===== config.mk =====
export PLATFORM = sky130hd
export DESIGN_NAME = alu_serial_seq
export DESIGN_NICKNAME = d
export VERILOG_FILES = /design/src/rtl/alu_pkg.sv /design/src/rtl/alu_bit_slice.sv /design/src/rtl/alu_serial_seq.sv
export SDC_FILE = /design/constraint.sdc
export NUM_CORES = 1
export LEC_CHECK = 0
export BUFFER_PORTS_ARGS = -buffer_cell sky130_fd_sc_hd__buf_2
export CAP_MARGIN = 30
export CORE_UTILIZATION = 30
export CTS_CLUSTER_SIZE = 20
export DETAILED_ROUTE_END_ITERATION = 7
export PLACE_DENSITY = 0.52
export SYNTH_ARGS = -nofsm -noshare
export SYNTH_HDL_FRONTEND = slang
export SYNTH_SLANG_ARGS = --single-unit

===== constraint.sdc =====
create_clock -name clk -period 1.9 [get_ports clk]
set_input_delay 0.095 -clock clk [delete_from_list [all_inputs] [get_ports clk]]
set_output_delay 0.095 -clock clk [all_outputs]
set_load 0.05 [all_outputs]

===== src/rtl/alu_pkg.sv =====
// Shared types for the bit-serial ALU sequencer: opcodes and FSM states.
package alu_pkg;

  typedef enum logic [1:0] {
    OP_AND = 2'b00,
    OP_OR  = 2'b01,
    OP_ADD = 2'b10,
    OP_SUB = 2'b11
  } op_t;

  typedef enum logic [1:0] {
    IDLE = 2'b00,
    RUN  = 2'b01,
    DONE = 2'b10
  } seq_state_t;

  // ADD and SUB are the only opcodes that propagate a carry
  function automatic logic is_arith(input op_t o);
    return (o == OP_ADD) || (o == OP_SUB);
  endfunction

endpackage


===== src/rtl/alu_bit_slice.sv =====
// One-bit ALU slice: AND / OR / full-add candidates picked by a 4->1 mux on op.
// SUB arrives here as an ADD with b already inverted by the caller.
module alu_bit_slice
  import alu_pkg::*;
(
  input  logic       a,
  input  logic       b,
  input  logic       cin,
  input  logic [1:0] op,
  output logic       r,
  output logic       cout
);

  logic and_v;
  logic or_v;
  logic sum_v;

  always_comb begin
    and_v = a & b;
    or_v  = a | b;
    sum_v = a ^ b ^ cin;
    cout  = (a & b) | (cin & (a ^ b));
    r     = sum_v;
    case (op)
      OP_AND:  r = and_v;
      OP_OR:   r = or_v;
      OP_ADD:  r = sum_v;
      OP_SUB:  r = sum_v;
      default: r = sum_v;
    endcase
  end

endmodule


===== src/rtl/alu_serial_seq.sv =====
// Bit-serial ALU sequencer: LSB-first, one bit per clock, valid/ready on both sides.
// Optional zero/ovf flag outputs are built when ALU_SEQ_FLAGS_EN is defined.
module alu_serial_seq
  import alu_pkg::*;
#(
  parameter int unsigned WIDTH = 8
) (
  input  logic             clk,
  input  logic             rst_n,
  input  logic             in_valid,
  output logic             in_ready,
  input  logic [WIDTH-1:0] a,
  input  logic [WIDTH-1:0] b,
  input  logic [1:0]       op,
  output logic             out_valid,
  input  logic             out_ready,
  output logic [WIDTH-1:0] result,
  output logic             carry_out
`ifdef ALU_SEQ_FLAGS_EN
  ,
  output logic             zero,
  output logic             ovf
`endif
);

  localparam int unsigned CNT_W = $clog2(WIDTH);
  localparam logic [CNT_W-1:0] CNT_LAST = CNT_W'(WIDTH - 1);

  seq_state_t       state_q;
  seq_state_t       state_d;
  logic             accept;
  logic             step;
  logic             last;
  logic [CNT_W-1:0] count_q;
  logic [WIDTH-1:0] a_sh;
  logic [WIDTH-1:0] b_sh;
  op_t              op_q;
  logic             carry_q;
  logic             slice_b;
  logic             slice_r;
  logic             slice_cout;
  logic             carry_nxt;
  logic [WIDTH-1:0] result_nxt;

  assign in_ready = (state_q == IDLE);

  // State register
  always_ff @(posedge clk or negedge rst_n) begin
    if (!rst_n) state_q <= IDLE;
    else        state_q <= state_d;
  end

  // Next state and per-cycle control strobes
  always_comb begin
    state_d = state_q;
    accept  = 1'b0;
    step    = 1'b0;
    last    = 1'b0;
    case (state_q)
      IDLE: begin
        if (in_valid) begin
          accept  = 1'b1;
          state_d = RUN;
        end
      end
      RUN: begin
        step = 1'b1;
        if (count_q == CNT_LAST) begin
          last    = 1'b1;
          state_d = DONE;
        end
      end
      DONE: begin
        if (out_ready) state_d = IDLE;
      end
      default: state_d = IDLE;
    endcase
  end

  assign slice_b    = b_sh[0] ^ (op_q == OP_SUB);
  assign carry_nxt  = is_arith(op_q) ? slice_cout : carry_q;
  assign result_nxt = {slice_r, result[WIDTH-1:1]};

  alu_bit_slice u_slice (
    .a    (a_sh[0]),
    .b    (slice_b),
    .cin  (carry_q),
    .op   (op_q),
    .r    (slice_r),
    .cout (slice_cout)
  );

  // Operand/result shift registers and registered outputs
  always_ff @(posedge clk or negedge rst_n) begin
    if (!rst_n) begin
      count_q   <= '0;
      a_sh      <= '0;
      b_sh      <= '0;
      op_q      <= OP_AND;
      carry_q   <= 1'b0;
      result    <= '0;
      carry_out <= 1'b0;
      out_valid <= 1'b0;
`ifdef ALU_SEQ_FLAGS_EN
      zero      <= 1'b0;
      ovf       <= 1'b0;
`endif
    end else begin
      out_valid <= (state_d == DONE);
      if (accept) begin
        a_sh    <= a;
        b_sh    <= b;
        op_q    <= op_t'(op);
        count_q <= '0;
        carry_q <= (op_t'(op) == OP_SUB);
      end
      if (step) begin
        a_sh    <= a_sh >> 1;
        b_sh    <= b_sh >> 1;
        result  <= result_nxt;
        carry_q <= carry_nxt;
        if (!last) count_q <= count_q + CNT_W'(1);
        if (last) begin
          carry_out <= carry_nxt;
`ifdef ALU_SEQ_FLAGS_EN
          zero      <= (result_nxt == '0);
          // carry_q is the carry into the MSB on the final step
          ovf       <= is_arith(op_q) & (carry_q ^ slice_cout);
`endif
        end
      end
    end
  end

endmodule

==> summary.txt, run 1 <==
Outcome
  – Outcome: finished, final reports clean

Timing
  – WHS: 0.0169 ns
  – Final count of hold timing violations: 0
  – RSZ-0062 raised after global routing: no
  – Final clock skew: between 0.005 and 0.006 ns
  – Final Max Slew Viols: 0
  – Fmax: 599 MHz
  – Slew headroom: 0.376
  – Setup slack after layout: 0.231 ns
  – Worst Tran Pin Value: 0.935 ns
  – Period utilization: 0.878
  – Finish-stage setup viols: 0
  – Setup TNS Final: 0 ns
  – Post-route minimum period: approximately 1.7 ns

Placement
  – Gpl congestion: about 0.75
  – Worst slack, placed: 0.233 ns
  – Hpwl dp: 2280 microns
  – Placed instance count: 247
  – IO Port Bufs: 32

Worst setup path
  – CP Launch Point: count_q[0]
  – Critical Path Max Stage Delay: 0.39 ns
  – CP top delay family: adder cells
  – CP Launch Type: flip-flop
  – Most frequent CP cell: ha_1
  – Worst path depth: 5
  – Reg2reg end: count_q[0]
  – Critical path endpoint: count_q[0]
  – Register-to-register setup slack: 0.23 ns
  – Worst path bufs/invs: 0
  – Crit Path Class: flip-flop to flip-flop
  – Crit path DAT: 1.84 ns
  – Master of the slowest instance on the critical path: dfrtp_1
  – Cells along the critical path: ha_1 -> ha_1 -> nor3b_2 -> nor2_1 -> mux2_2
  – R2R depth: 5
  – Worst EP required: 2.07 ns
  – R2R Path Start: count_q[0]
  – CP endpoint kind: flip-flop
  – Worst Path Max Fanout: 5

Synth
  – Synth Warn #: 0
  – Yosys cell types: 29
  – Cell area after synthesis: around 1600 sq um
  – Mean Syn Cell Area: just over 10 sq um
  – Post-synth EDFFs: 0
  – Asr flop ratio synth: 1.00
  – Post-synthesis sequential area ratio: 0.548
  – Net Count, Synth: 179
  – Ys flop type: dfrtp_1
  – Yosys reg bits: 34
  – Post-Syn Instances: between 150 and 200

Final layout
  – Layout cells sized above 1: 0.265
  – Fillcell total: 492
  – Util after Layout: 0.387
  – Antenna diodes: 0
  – Nets: 215
  – Area growth, synth to finish: 20.8%
  – Post-route insts no fill: 256

Clock network
  – CTS tree: yes
  – CTS sink cnt: 34
  – CTS max path bufs: 2
  – Clock Latency Late Sink: approximately 0.28 ns
  – Post-cts gate resize count: 0
  – Htree depth: 2
  – Clock root cell: clkbuf_8
  – Clock transition at the registers of the reported paths: roughly 0.070 ns
  – Total CTS buffers: 5

Power
  – P_int: 1.86 mW
  – Clock share of power: 0.167
  – Sw frac: 0.436
  – Psw: 1.44 mW
  – Seq pwr share: 0.386
  – Gate power share: 0.447
  – Worst vdd ir: 720 uV
  – Pwr Density: 1760 nW/um^2
  – Leak pwr: around 0.91 nW

Route
  – Residual DRC: 0
  – Drt wl/cell: 12.3 microns
  – DRT iter0 DRCs: 30
  – DRT Pass-1 Iters: 4
  – ANT nets after route: 0
  – Drt total wl: around 3200 microns
  – Via count: ~1200
  – DR vias/cell: 4.70

Global routing
  – Number of global-route vias before repair: 1219
  – Grt peak-use layer: met2
  – Total GRT Usage: 0.132
  – Grt met3 use: 0.0434
  – First-pass GRT wire length: approximately 5400 microns
  – Largest net degree at the start of global routing: 35
  – GR met1 Demand/Resource: 0.153
  – Global Route met2 Usage: 0.223
  – GRT overflow: 0
  – Antenna violations before repair: 0

Floorplan
  – Top Ports: 33
  – DIE AREA: about 5500 sq um
  – Chip height: 73.9 microns
  – Die width: roughly 74 microns
  – Core area: 4850 sq um
  – Effective utilization at floorplan: 0.320
  – # rows: 25

Hold path
  – Hold WC Path Type: input port to flip-flop
  – Worst Hold Depth: 3

Run
  – Maxcap violations: 0
==> cells in the mapped netlist, types with 2 or more instances <==
| master | number | area (sq um) |
|---|---|---|
| buf_4 | 3 | 22.5 |
| a21oi_1 | 2 | 10.0 |
| buf_2 | 3 | 15.0 |
| mux2_2 | 3 | 33.8 |
| a22o_1 | 4 | 35.0 |
| nand2_1 | 44 | 165 |
| ha_1 | 4 | 50.1 |
| a22oi_1 | 14 | 105 |
| o21ai_0 | 16 | 80.1 |
| inv_1 | 5 | 18.8 |
| dfrtp_1 | 34 | 851 |
| nor2_1 | 3 | 11.3 |
==> per-stage QoR <==
step | area (sq um) | total power [mW]
after floorplan | 1550 | 2.44
after global placement | 1770 | 2.72
after detailed placement | 1770 | 2.78
after CTS | 1880 | 3.35
after global routing | 1880 | 3.57
final | 1880 | 3.30
==> worst min path at each step <==
stage / endpoint / from
after floorplan: a_sh[0] / rst_n
after global placement: a_sh[7] / rst_n
after detailed placement: result[0] / rst_n
after CTS: a_sh[7] / a[7]
after global routing: a_sh[7] / a[7]
final: a_sh[7] / a[7]
==> kinds of logic after synthesis <==
| kind of cell | share of synthesized area |
|---|---|
| simple gates | 0.156 |
| compound gates | 0.172 |
| flops | 0.548 |
| buf+inv | 0.0459 |
| fa+ha+maj | 0.0451 |
| mux | 0.0282 |
| xor+xnor | 0.00564 |
==> routing by layer <==
layer  vias to the layer above  wire length (microns)
met5                         -                      0
met4                         0                     42
met3                         5                    141
met2                        26                   1520
met1                       582                   1460
li1                        591                      -
==> flip-flops by register name (all words and copies together) (netlist names) <==
name,flops
carry_out,1
out_valid,1
carry_q,1
op_q,2
result,8
state_q,2
b_sh,8
a_sh,8
count_q,3
==> cell usage in the layout (no fill, tap or decap), drive strengths merged, types with 2 or more instances in the layout <==
cell,n
a21oi,2
a22o,4
a22oi,14
buf,36
clkbuf,7
dfrtp,34
ha,4
inv,5
mux2,3
nand2,44
nor2,3
nor2b,2
nor3b,2
o21ai,17
==> cell type report <==
class / instances / area (sq um) / area share
Sequential cell: 34 / 851 / 0.454
Inverter: 5 / 18.8 / 0.0100
Timing Repair Buffer: 37 / 200 / 0.107
Clock buffer: 7 / 86.3 / 0.0460
Multi-Input combinational cell: 105 / 631 / 0.336
Clock inverter: 1 / 5.00 / 0.00267
Tap cell: 67 / 83.8 / 0.0447
==> power by group through the flow <==
| stage | Combinational (mW) | Sequential, mW | Clock (mW) |
|---|---|---|---|
| after floorplan | 0.911 | 1.53 | 0 |
| after global placement | 1.45 | 1.27 | 0 |
| after detailed placement | 1.50 | 1.29 | 0 |
| after CTS | 1.50 | 1.28 | 0.576 |
| after global routing | 1.66 | 1.32 | 0.595 |
| final | 1.48 | 1.27 | 0.551 |
==> tightest hold or removal path, stage by stage <==
cell	delay, ns
buf_2	0.08
nand2_1	0.04
o21ai_0	0.06
==> what timing repair did <==
action | in CTS | in global routing
buffers inserted | 0 | 0
endpoints found under the setup margin | 0 | 0
endpoints found under the hold margin | 34 | 0
hold buffers | 1 | 0
No activity file was read; power rests on OpenSTA's default activity.
==> run 2, diff against run 1 <==
--- a/config.mk
+++ b/config.mk
@@ -5,6 +5,7 @@
 export SDC_FILE = /design/constraint.sdc
 export NUM_CORES = 1
 export LEC_CHECK = 0
+export ABC_CLOCK_PERIOD_IN_PS = 1800
 export BUFFER_PORTS_ARGS = -buffer_cell sky130_fd_sc_hd__buf_2
 export CAP_MARGIN = 30
 export CORE_UTILIZATION = 30
==> constraint.sdc (replaced) <==
create_clock -name clk -period 1.8 [get_ports clk]
set_input_delay 0.27 -clock clk [delete_from_list [all_inputs] [get_ports clk]]
set_output_delay 0.27 -clock clk [all_outputs]
set_load 0.05 [all_outputs]
==> run 2 against run 1 <==
Compared with the run above:
- critical path depth unchanged
- critical path type unchanged
- power up 6.3%
- critical endpoint unchanged
- final cell count unchanged
- fmax up 0.97%
- combinational power up 8%
==> summary.txt, run 2 (same netlist as run 1, synthesis figures left out) <==
Route
  – DRT Pass-1 Iters: 4
  – DR vias/cell: 4.75
  – Residual DRC: 0
  – Via count: 1217
  – Drt total wl: 3170 microns
  – Drt wl/cell: 12.4 microns
  – ANT nets after route: 0
  – DRT iter0 DRCs: 38

Final layout
  – Util after Layout: 0.388
  – Nets: 215
  – Fillcell total: 499
  – Antenna diodes: 0
  – Area growth, synth to finish: 21.0%
  – Post-route insts no fill: 256
  – Most common cell after layout, fill and taps aside: nand2_1
  – Layout cells sized above 1: 0.270
  – Commonest cells after routing, fill and taps aside: 44 x nand2_1, 34 x dfrtp_1, 32 x buf_2
  – Largest registers: a_sh: 8 flops, b_sh: 8 flops, result: 8 flops

Power
  – Worst vdd ir: 736 uV
  – Leak pwr: between 0.9 and 1 nW
  – Pwr Density: about 1900 nW/um^2

Timing
  – Period utilization: 0.918
  – RSZ-0062 raised after global routing: no
  – Worst Tran Pin Value: 0.977 ns
  – Final Max Slew Viols: 0
  – Setup TNS Final: 0 ns
  – WHS: 0.0486 ns
  – Final count of hold timing violations: 0
  – Final clock skew: 0.00659 ns
  – Finish-stage setup viols: 0
  – Post-route minimum period: 1.65 ns
  – Setup slack after layout: 0.147 ns
  – Fmax: a little over 600 MHz
  – Slew headroom: 0.347

Clock network
  – Htree depth: 2
  – Total CTS buffers: 5
  – CTS tree: yes
  – Post-CTS Setup Bufs: 0
  – Clock transition at the registers of the reported paths: ~0.07 ns
  – Post-cts gate resize count: 0
  – CTS max path bufs: 2
  – Clock Latency Late Sink: approximately 0.29 ns
  – Clock root cell: clkbuf_8
  – Hold-fix buffers, CTS: 0
  – CTS sink cnt: 34

Worst setup path
  – Worst EP required: between 1.5 and 2 ns
  – Cells along the critical path: ha_1 -> ha_1 -> nor3b_4 -> nor2_1 -> mux2_2
  – Master of the slowest instance on the critical path: dfrtp_1
  – Crit Path Class: flip-flop to flip-flop
  – Critical Path Max Stage Delay: a little under 0.4 ns
  – Most frequent CP cell: ha_1
  – CP Launch Type: flip-flop
  – Worst path bufs/invs: 0
  – Crit path DAT: 1.82 ns
  – CP endpoint kind: flip-flop
  – CP top delay family: adder cells
  – Worst Path Max Fanout: 5

Placement
  – Hpwl dp: 2280 microns
  – Worst slack, placed: 0.132 ns
  – Gpl congestion: approximately 0.74
  – Placed instance count: 248
  – IO Port Bufs: 32

Floorplan
  – Chip height: between 70 and 80 microns
  – DIE AREA: 5470 sq um
  – Core area: 4850 sq um
  – Top Ports: 33
  – Effective utilization at floorplan: 0.320
  – # rows: 25
  – Die width: 73.9 microns

Global routing
  – GRT overflow: 0
  – Largest net degree at the start of global routing: 35
  – Antenna violations before repair: 0
  – Total GRT Usage: 0.134
  – Number of global-route vias before repair: 1279
  – First-pass GRT wire length: 5530 microns

Outcome
  – Outcome: finished, final reports clean

Run
  – Maxcap violations: 0

Hold path
  – Hold WC Path Type: input port to async pin
[run 2: final cells by class]
cell class	count	area (sq um)	share of cell area
clock inverter	1	5.00	0.00266
tap	67	83.8	0.0446
timing repair buffer	37	198	0.105
multi-input combinational	105	637	0.339
clock buffer	7	86.3	0.0459
sequential	34	851	0.453
inverter	5	18.8	0.00999
[run 2: layer usage]
metal / wire length (microns) / part of all wire / GRT usage / up-vias
met2: 1610 / 0.51 / 0.243 / 31
li1: - / - / - / 588
met5: 0 / 0 / 0 / -
met3: 148 / 0.047 / 0.0325 / 7
met4: 57 / 0.018 / 0.0641 / 0
met1: 1360 / 0.43 / 0.147 / 591
[run 2: worst reg2reg max path: cells and delay by family, from the launching register on]
kind          cells  cell delay [ns]
fa+ha+maj         2             0.47
flops             1             0.39
simple gates      2             0.38
mux               1             0.30
[run 2: metrics by stage]
step                      total power, mW  area, sq um
final                                3.51         1880
after global routing                 3.81         1880
after CTS                            3.54         1870
after detailed placement             2.96         1780
after global placement               2.87         1780
after floorplan                      2.57         1550
[run 2: path summary, 6_finish.rpt]
kind / start / endpoint / slack (ns) / depth (start not counted)
hold / removal: rst_n / result[2] / 0.05 / 1
min in group clk: a[7] / a_sh[7] / 0.19 / 3
max in group asynchronous: rst_n / count_q[2] / 1.28 / 1
hold reg to reg: result[0] / result[0] / 0.48 / 2
setup / recovery: count_q[0] / count_q[0] / 0.15 / 5
setup reg to reg: count_q[0] / count_q[0] / 0.15 / 5
[run 2: where the power goes]
part           total (mW)  internal, mW  switching (mW)
clock network       0.571         0.308           0.263
logic                1.60         0.577            1.02
registers            1.34          1.10           0.245
